<file path="src/rtl/usr_pkg.sv">
// Shared op-codes and FSM state encoding for the universal shift engine.
package usr_pkg;

  localparam logic [2:0] OP_NOP   = 3'b000;
  localparam logic [2:0] OP_LOAD  = 3'b001;
  localparam logic [2:0] OP_SHL   = 3'b010;
  localparam logic [2:0] OP_SHR   = 3'b011;
  localparam logic [2:0] OP_ROL   = 3'b100;
  localparam logic [2:0] OP_ROR   = 3'b101;
  localparam logic [2:0] OP_SAR   = 3'b110;
  localparam logic [2:0] OP_CLEAR = 3'b111;

  typedef enum logic {
    ST_IDLE  = 1'b0,
    ST_SHIFT = 1'b1
  } state_t;

endpackage

</file>
<file path="src/rtl/usr_step.sv">
// Combinational single-bit shift/rotate step; zero latency, no flow control.
// Returns the next register value and the bit pushed out by this step.
module usr_step
  import usr_pkg::*;
#(
  parameter int WIDTH = 8
) (
  input  logic [2:0]       op,
  input  logic [WIDTH-1:0] cur,
  input  logic             serial_in,
  output logic [WIDTH-1:0] nxt,
  output logic             ejected
);

  always_comb begin
    nxt     = cur;
    ejected = 1'b0;
    case (op)
      OP_SHL: begin
        nxt     = {cur[WIDTH-2:0], serial_in};
        ejected = cur[WIDTH-1];
      end
      OP_SHR: begin
        nxt     = {serial_in, cur[WIDTH-1:1]};
        ejected = cur[0];
      end
      OP_ROL: begin
        nxt     = {cur[WIDTH-2:0], cur[WIDTH-1]};
        ejected = cur[WIDTH-1];
      end
      OP_ROR: begin
        nxt     = {cur[0], cur[WIDTH-1:1]};
        ejected = cur[0];
      end
      OP_SAR: begin
        nxt     = {cur[WIDTH-1], cur[WIDTH-1:1]};
        ejected = cur[0];
      end
      default: begin
        nxt     = cur;
        ejected = 1'b0;
      end
    endcase
  end

endmodule

</file>
<file path="src/rtl/usr_shift_engine.sv">
// Universal shift register: single-cycle LOAD/CLEAR/NOP, N-cycle shifts one bit per clock.
// cmd_ready is high only in IDLE; commands offered while busy wait until the done cycle.
module usr_shift_engine
  import usr_pkg::*;
#(
  parameter  int WIDTH = 8,
  localparam int CNT_W = $clog2(WIDTH + 1)
) (
  input  logic             clk,
  input  logic             reset,
  input  logic             cmd_valid,
  output logic             cmd_ready,
  input  logic [2:0]       cmd_op,
  input  logic [CNT_W-1:0] cmd_amount,
  input  logic             serial_in,
  input  logic [WIDTH-1:0] parallel_in,
  output logic [WIDTH-1:0] parallel_out,
  output logic             serial_out,
  output logic             busy,
  output logic             done
);

  localparam logic [CNT_W-1:0] AMT_MAX = CNT_W'(WIDTH);
  localparam logic [CNT_W-1:0] AMT_ONE = CNT_W'(1);

  state_t           state;
  logic [2:0]       op_q;
  logic [CNT_W-1:0] remaining;
  logic [WIDTH-1:0] data;
  logic [CNT_W-1:0] amt_clamped;
  logic [WIDTH-1:0] step_nxt;
  logic             step_ej;
  logic             accept;
  logic             is_shift_op;

  assign amt_clamped = (cmd_amount > AMT_MAX) ? AMT_MAX : cmd_amount;
  assign accept      = cmd_valid && (state == ST_IDLE);
  assign is_shift_op = (cmd_op != OP_NOP) && (cmd_op != OP_LOAD) && (cmd_op != OP_CLEAR);

  usr_step #(.WIDTH(WIDTH)) u_step (
    .op        (op_q),
    .cur       (data),
    .serial_in (serial_in),
    .nxt       (step_nxt),
    .ejected   (step_ej)
  );

  always_ff @(posedge clk or posedge reset) begin
    if (reset) begin
      state      <= ST_IDLE;
      op_q       <= OP_NOP;
      remaining  <= '0;
      data       <= '0;
      serial_out <= 1'b0;
      done       <= 1'b0;
    end else begin
      done <= 1'b0;
      case (state)
        ST_IDLE: begin
          if (accept) begin
            if (is_shift_op && (amt_clamped != '0)) begin
              op_q      <= cmd_op;
              remaining <= amt_clamped;
              state     <= ST_SHIFT;
            end else begin
              // Zero-amount shifts fall through here and complete like a NOP.
              if (cmd_op == OP_LOAD)  data <= parallel_in;
              if (cmd_op == OP_CLEAR) data <= '0;
              done <= 1'b1;
            end
          end
        end
        ST_SHIFT: begin
          data       <= step_nxt;
          serial_out <= step_ej;
          remaining  <= remaining - AMT_ONE;
          if (remaining == AMT_ONE) begin
            state <= ST_IDLE;
            done  <= 1'b1;
          end
        end
        default: state <= ST_IDLE;
      endcase
    end
  end

  assign cmd_ready    = (state == ST_IDLE);
  assign busy         = (state == ST_SHIFT);
  assign parallel_out = data;

endmodule

</file>
<file path="config.mk">
export PLATFORM = sky130hd
export DESIGN_NAME = usr_shift_engine
export DESIGN_NICKNAME = d
export VERILOG_FILES = /design/src/rtl/usr_pkg.sv /design/src/rtl/usr_step.sv /design/src/rtl/usr_shift_engine.sv
export SDC_FILE = /design/constraint.sdc
export NUM_CORES = 1
export LEC_CHECK = 0
export ABC_CLOCK_PERIOD_IN_PS = 2450
export BUFFER_PORTS_ARGS = -buffer_cell sky130_fd_sc_hd__buf_2
export CAP_MARGIN = 20
export CORE_AREA = 3 3 54 56
export DETAILED_ROUTE_END_ITERATION = 8
export DIE_AREA = 0 0 57 59
export PLACE_DENSITY = 0.77
export REMOVE_ABC_BUFFERS = 1
export SLEW_MARGIN = 20
export SYNTH_ARGS = -nofsm -noshare
export SYNTH_HDL_FRONTEND = slang
export SYNTH_HIERARCHICAL = 1
export SYNTH_SLANG_ARGS = --single-unit
export TNS_END_PERCENT = 50
</file>
<file path="constraint.sdc">
create_clock -name clk -period 2.45 [get_ports clk]
set_clock_uncertainty 0.2 [all_clocks]
set_input_delay 0 -clock clk [delete_from_list [all_inputs] [get_ports clk]]
set_output_delay 0 -clock clk [all_outputs]
set_load 0.005 [all_outputs]
</file>
# --- Word level (Yosys, flattened, before mapping) ---
# Cells that the tools add are included.
word_totals:
  regBits: 18
  latch_bits: 0
  mem_bits_rw: 0
  romBits: 0
  inputBits: 19
  wordCells: 58
  memories: 0
op_classes:
  addsub: 1
  mul: 0
  div_mod_pow: 0
  magnitude_cmp: 1
  eq_ne: 17
  shifts: 0
  n_mux: 19
  n_bitwise: 1
  n_reduce_logical: 12
ops:
  columns: ["cell", "count"]
  rows:
  - ["one-hot mux 8 bit (5 select lines)", 1]
  - ["two-way mux 8 bit", 4]
  - ["one-hot mux 8 bit (2 select lines)", 1]
  - ["== test 3 bit (second input constant)", 4]
  - ["two-way mux 4 bit", 3]
  - ["one-hot mux 4 bit (2 select lines)", 1]
  - ["== test 3 x 2 -> 1 bit (second input constant)", 2]
  - ["two-way mux 1 bit", 6]
  - ["inequality test 3 x 1 -> 1 bit (second input constant)", 2]
  - ["inequality test 6 x 1 -> 1 bit (second input constant)", 1]
  - ["one-hot mux 1 bit (2 select lines)", 3]
  - ["inequality test 5 x 1 -> 1 bit (second input constant)", 1]
  - ["AND reduction 5 bit", 1]
  - ["== test 4 x 1 -> 1 bit (second input constant)", 1]
  - ["> comparator 4 bit (second input constant)", 1]
  - ["logical AND 1 bit", 4]
  - ["inequality test 2 x 1 -> 1 bit (second input constant)", 2]
  - ["inequality test 2 bit (second input constant)", 2]
  - ["AND reduction 4 bit", 1]
  - ["nonzero test 4 bit", 1]
  - ["subtractor 4 x 1 -> 4 bit (second input constant)", 1]
  - ["== test 3 x 1 -> 1 bit (second input constant)", 1]
  - ["inequality test 3 bit (second input constant)", 1]
  - ["AND reduction 3 bit", 1]
  - ["5 further kinds", 5]

# --- Longest topological paths before layout ---
logic_depth:
  ltp_word: 7
  mapped_depth: 7
  ltp_nobuf: 5

# --- By module ---
# Netlist, hierarchy kept.
modules_own_cells:
  columns: ["module", "instances", "cells_per_inst", "area_each_um2", "seq_area_each_um2"]
  rows:
  - ["usr_shift_engine", 1, 76, 900.9, 450.4]
  - ["usr_step", 1, 48, 362.8, 0.0]

# --- Worst setup path after synthesis ---
# OpenSTA, ideal clock, no wires.
synth_path:
  kind: "reg2reg"
  startpoint: "register op_q[1]"
  endpoint: "register data[7], in the netlist parallel_out[7]"
  setup_ps: 126
  arrival_time_ps: 1459
  required_ps: 2124
  setup_slack_ps: 665
  stages_incl_launch_ff: 6
  path_buffers: 0
  synth_period_minus_slack_ps: 1785
  path_cell_list: "dfrtp_1 xnor2_2 nor3b_1 a221o_1 and2_1 a221o_1"
synth_between:
  elab_chain_cells: 3
synth_lines:
  columns: ["item", "line", "text"]
  rows:
  - ["start, declared", "usr_shift_engine.sv:27", "logic [2:0] op_q;"]
  - ["start signal, assigned", "usr_shift_engine.sv:62", "op_q <= cmd_op;"]
  - ["== test 3 bit / == test 3 x 2 -> 1 bit (equally long branches)", "usr_step.sv:18", "case (op)"]
  - ["one-hot mux 8 bit (5 select lines) (*)", "usr_step.sv:18", null]
  - ["named net step_nxt[7]", "usr_shift_engine.sv:31", "logic [WIDTH-1:0] step_nxt;"]
  - ["one-hot mux 8 bit (2 select lines) (*)", "usr_shift_engine.sv:58", "case (state)"]
  - ["end signal, assigned", "usr_shift_engine.sv:67", "if (cmd_op == OP_LOAD) data <= parallel_in;"]
  - ["end signal, assigned", "usr_shift_engine.sv:74", "data <= step_nxt;"]
  - ["end, declared", "usr_shift_engine.sv:29", "logic [WIDTH-1:0] data;"]
# The timed path passes the listed nets; every way through them passes the cells marked *.
# A chain may end at the register's enable or synchronous reset.

# --- Worst setup path after layout ---
# Same ends and word-level chain as after synthesis.

==> flow_metrics.env <==
export IMPL_status="finished clean"
export IMPL_cts_buffers=3
export IMPL_drt_iter0_drc=41
export IMPL_cp_start_kind="flop"
export IMPL_synth_area_per_cell_um2=10.19
export IMPL_clk_pin_slew_worst_paths_ns=0.11
export IMPL_cp_depth=5
export IMPL_synth_top_flop_cell="dfrtp_1"
export IMPL_regArea_um2=450.4
export IMPL_htree_levels=1
export IMPL_worstRegToRegCells=5
export IMPL_hp_class="input pin to flop"
export IMPL_synth_seq_cells=18
export IMPL_critPathMaxStageDelay_ns=0.57
export IMPL_num_io_pins=31
export IMPL_synthArstFlopShare_pct=100.0
export IMPL_place_gp_congestion=0.8400
export IMPL_end_kind="flop"
export IMPL_netSwitchingFraction_pct=42.56
export IMPL_drc=0
export IMPL_start_util_pct=51.01
export IMPL_cts_root_buf="clkbuf_4"
export IMPL_cellLeakagePower_nw=0.7558
export IMPL_cp_common_cell="a221o_1"
export IMPL_synth_cell_area_mm2=0.001264
export IMPL_finalMaxSlewViolations=0
export IMPL_cp_top_family="flip-flops"
export IMPL_drv_cap=0
export IMPL_synth_cells=124
export IMPL_rows=18
export IMPL_grt_overflow=0
export IMPL_worstMarginPinSlew_ns=0.7004
export IMPL_path_buf_inv=0
export IMPL_dp_cells=180
export IMPL_final_cells=202
export IMPL_grt_pass1_wl_um=5209
export IMPL_pwr_share_comb_pct=53.2
export IMPL_diodes=0
export IMPL_synth_area_leaders="dfrtp_1 (36%), a221o_1 (12%), mux2i_1 (6.3%), and2_1 (4.0%), mux2_2 (3.6%)"
export IMPL_multi_input_area_um2=734.5
export IMPL_core_area_mm2=0.002477
export IMPL_vias=1181
export IMPL_netlist_area_leader_share_pct=35.64
export IMPL_ir_worst_vdd_v=0.0007830
export IMPL_fill_cells=201
export IMPL_synth_edff_count=0
export IMPL_pwr_share_clk_pct=10.6
export IMPL_yosys_top_cells_count="dfrtp_1 (18), a221o_1 (15)"
export IMPL_clockBufferDepth=2
export IMPL_dieArea_mm2=0.003363
export IMPL_p_per_area_mw_per_mm2=1122
export IMPL_reg2reg_from="op_q[1]"
export IMPL_worstPathCellList="xnor2_2 -> nor3b_1 -> a221o_1 -> and2_1 -> a221o_1"
export IMPL_fmax_ghz=0.4706
export IMPL_ys_warn_count=6
export IMPL_grtUsageTotal_pct=19.66
export IMPL_crit_fanout=14
export IMPL_cp_slowest_cell="dfrtp_1"
export IMPL_yosysSeqAreaShare_pct=35.64
export IMPL_nets=194
export IMPL_yosysTopAreaCell="dfrtp_1"
export IMPL_wl_per_cell_um=15.21
export IMPL_grt_max_degree=19
export IMPL_setup_tns_ns=0
export IMPL_p_sw_w=0.0007821
export IMPL_routed_wl_um=3072
export IMPL_cts_tree="yes"
export IMPL_antenna_found_initial=0
export IMPL_whs_path_depth=6
export IMPL_die_height_um=59
export IMPL_cp_startpoint="op_q[1]"
export IMPL_maxSlewHeadroom_pct=53.25
export IMPL_grt_pass1_vias=1139
export IMPL_clk_latency_ns=0.30
export IMPL_port_buffers=30
export IMPL_first_pass_iters=4
export IMPL_hold_violations=0
export IMPL_arrival_ns=2.12
export IMPL_critPathKind="flop to flop"
export IMPL_clock_sinks=18
export IMPL_setup_violations=0
export IMPL_post_route_period_util_pct=86.73
export IMPL_yosysMostFrequentCell="dfrtp_1"
export IMPL_routed_via_density=5.847
export IMPL_ant_nets=0
export IMPL_holdCritStartpoint="serial_in"
export IMPL_hpwl_um=2108
export IMPL_drive_above_1_share_pct=28.49
export IMPL_synth_distinct_cells=45
export IMPL_grt_setup_unrepaired="no"
export IMPL_fp_dieW_um=57
export IMPL_internal_power_w=0.001056
export IMPL_synthToLayoutAreaGrowth_pct=29.60
export IMPL_fin_crit_ns=2.125
export IMPL_seqPwrFrac_pct=36.2
export IMPL_crit_required_ns=2.45
area by class of cell:
class	count	share of cell area, %
Inverter	9	2.063
Sequential cell	18	27.50
Clock buffer	4	2.215
Timing Repair Buffer	50	21.08
Tap cell	30	2.292
Multi-Input combinational cell	91	44.84
cells by family after synthesis:
logic type	share of synthesized area (%)
xor gates and xnor gates	3.367
muxes	9.901
AOI/OAI and AO/OA	22.67
and+or+nand+nor	20.20
DFF	35.64
adders and majority gates	1.980
buffers and inverters	6.237
tightest hold or removal path: stages:
cell and delay [ns]:
buf_2 0.09, nand3b_1 0.07, o21ai_0 0.07, a221o_1 0.14, and2_1 0.12, a221o_1 0.10
per-layer routing:
| metal | up-vias | global-route usage (%) | routed length, um |
|---|---|---|---|
| met5 | - | 0 | 0 |
| met4 | 0 | 6.954 | 44 |
| met3 | 8 | 2.832 | 169 |
| met2 | 41 | 31.97 | 1372 |
| met1 | 559 | 26.80 | 1485 |
| li1 | 573 | - | - |
placed cells by master, fill, tap and decap left out, types with 2 or more instances in the layout:
cell	count
dlygate4sd3_1	18
dfrtp_1	18
o211ai_1	2
o21ai_0	2
nor2_1	8
o2111ai_1	2
and2_1	8
a221o_1	15
mux2_2	4
clkbuf_4	3
a21oi_1	2
buf_2	30
xnor2_1	3
nand2_1	5
inv_1	8
ha_1	2
nand2b_1	4
buf_4	2
mux2i_1	8
state kept, by name, indices dropped and copies added, names as in the netlist:
signal and flops:
op_q 3, done 1, busy 1, serial_out 1, parallel_out 8, remaining 4
final timing paths:
check / to / slack [ns]
max in group asynchronous: remaining[2] / 1.48
max reg2reg: parallel_out[7] / 0.33
min reg2reg: serial_out / 0.32
min in group asynchronous: parallel_out[5] / 0.13
max: parallel_out[7] / 0.33
min: parallel_out[7] / 0.11
power groups by stage:
stage          Sequential (W)  Clock [W]  Combinational (W)
2_1_floorplan        0.000642          0           0.000684
3_3_place_gp         0.000656          0           0.000924
3_5_place_dp         0.000663          0           0.000950
4_1_cts              0.000658   0.000200           0.000972
5_1_grt              0.000693   0.000211            0.00108
6_report             0.000665   0.000195           0.000979
through the flow:
stage               hold WS, ns  utilization, %  total power (W)  setup slack [ns]  instance area [um2]
finish                   0.1087           66.11         0.001838            0.3251                 1638
global placement       -0.05735           57.37         0.001580            0.4250                 1421
detailed placement     -0.04944           57.37         0.001613            0.3785                 1421
global route             0.1558           66.11         0.001985            0.2074                 1638
floorplan               -0.2614               -         0.001326            0.5454                 1219
CTS                     0.08806           66.11         0.001831            0.3697                 1638
what timing repair did:
action,CTS,global route
gates resized for setup,0,0
endpoints found under the hold margin,34,0
hold buffers,18,0
setup buffers,0,0
(Power assumes the default switching activity.)
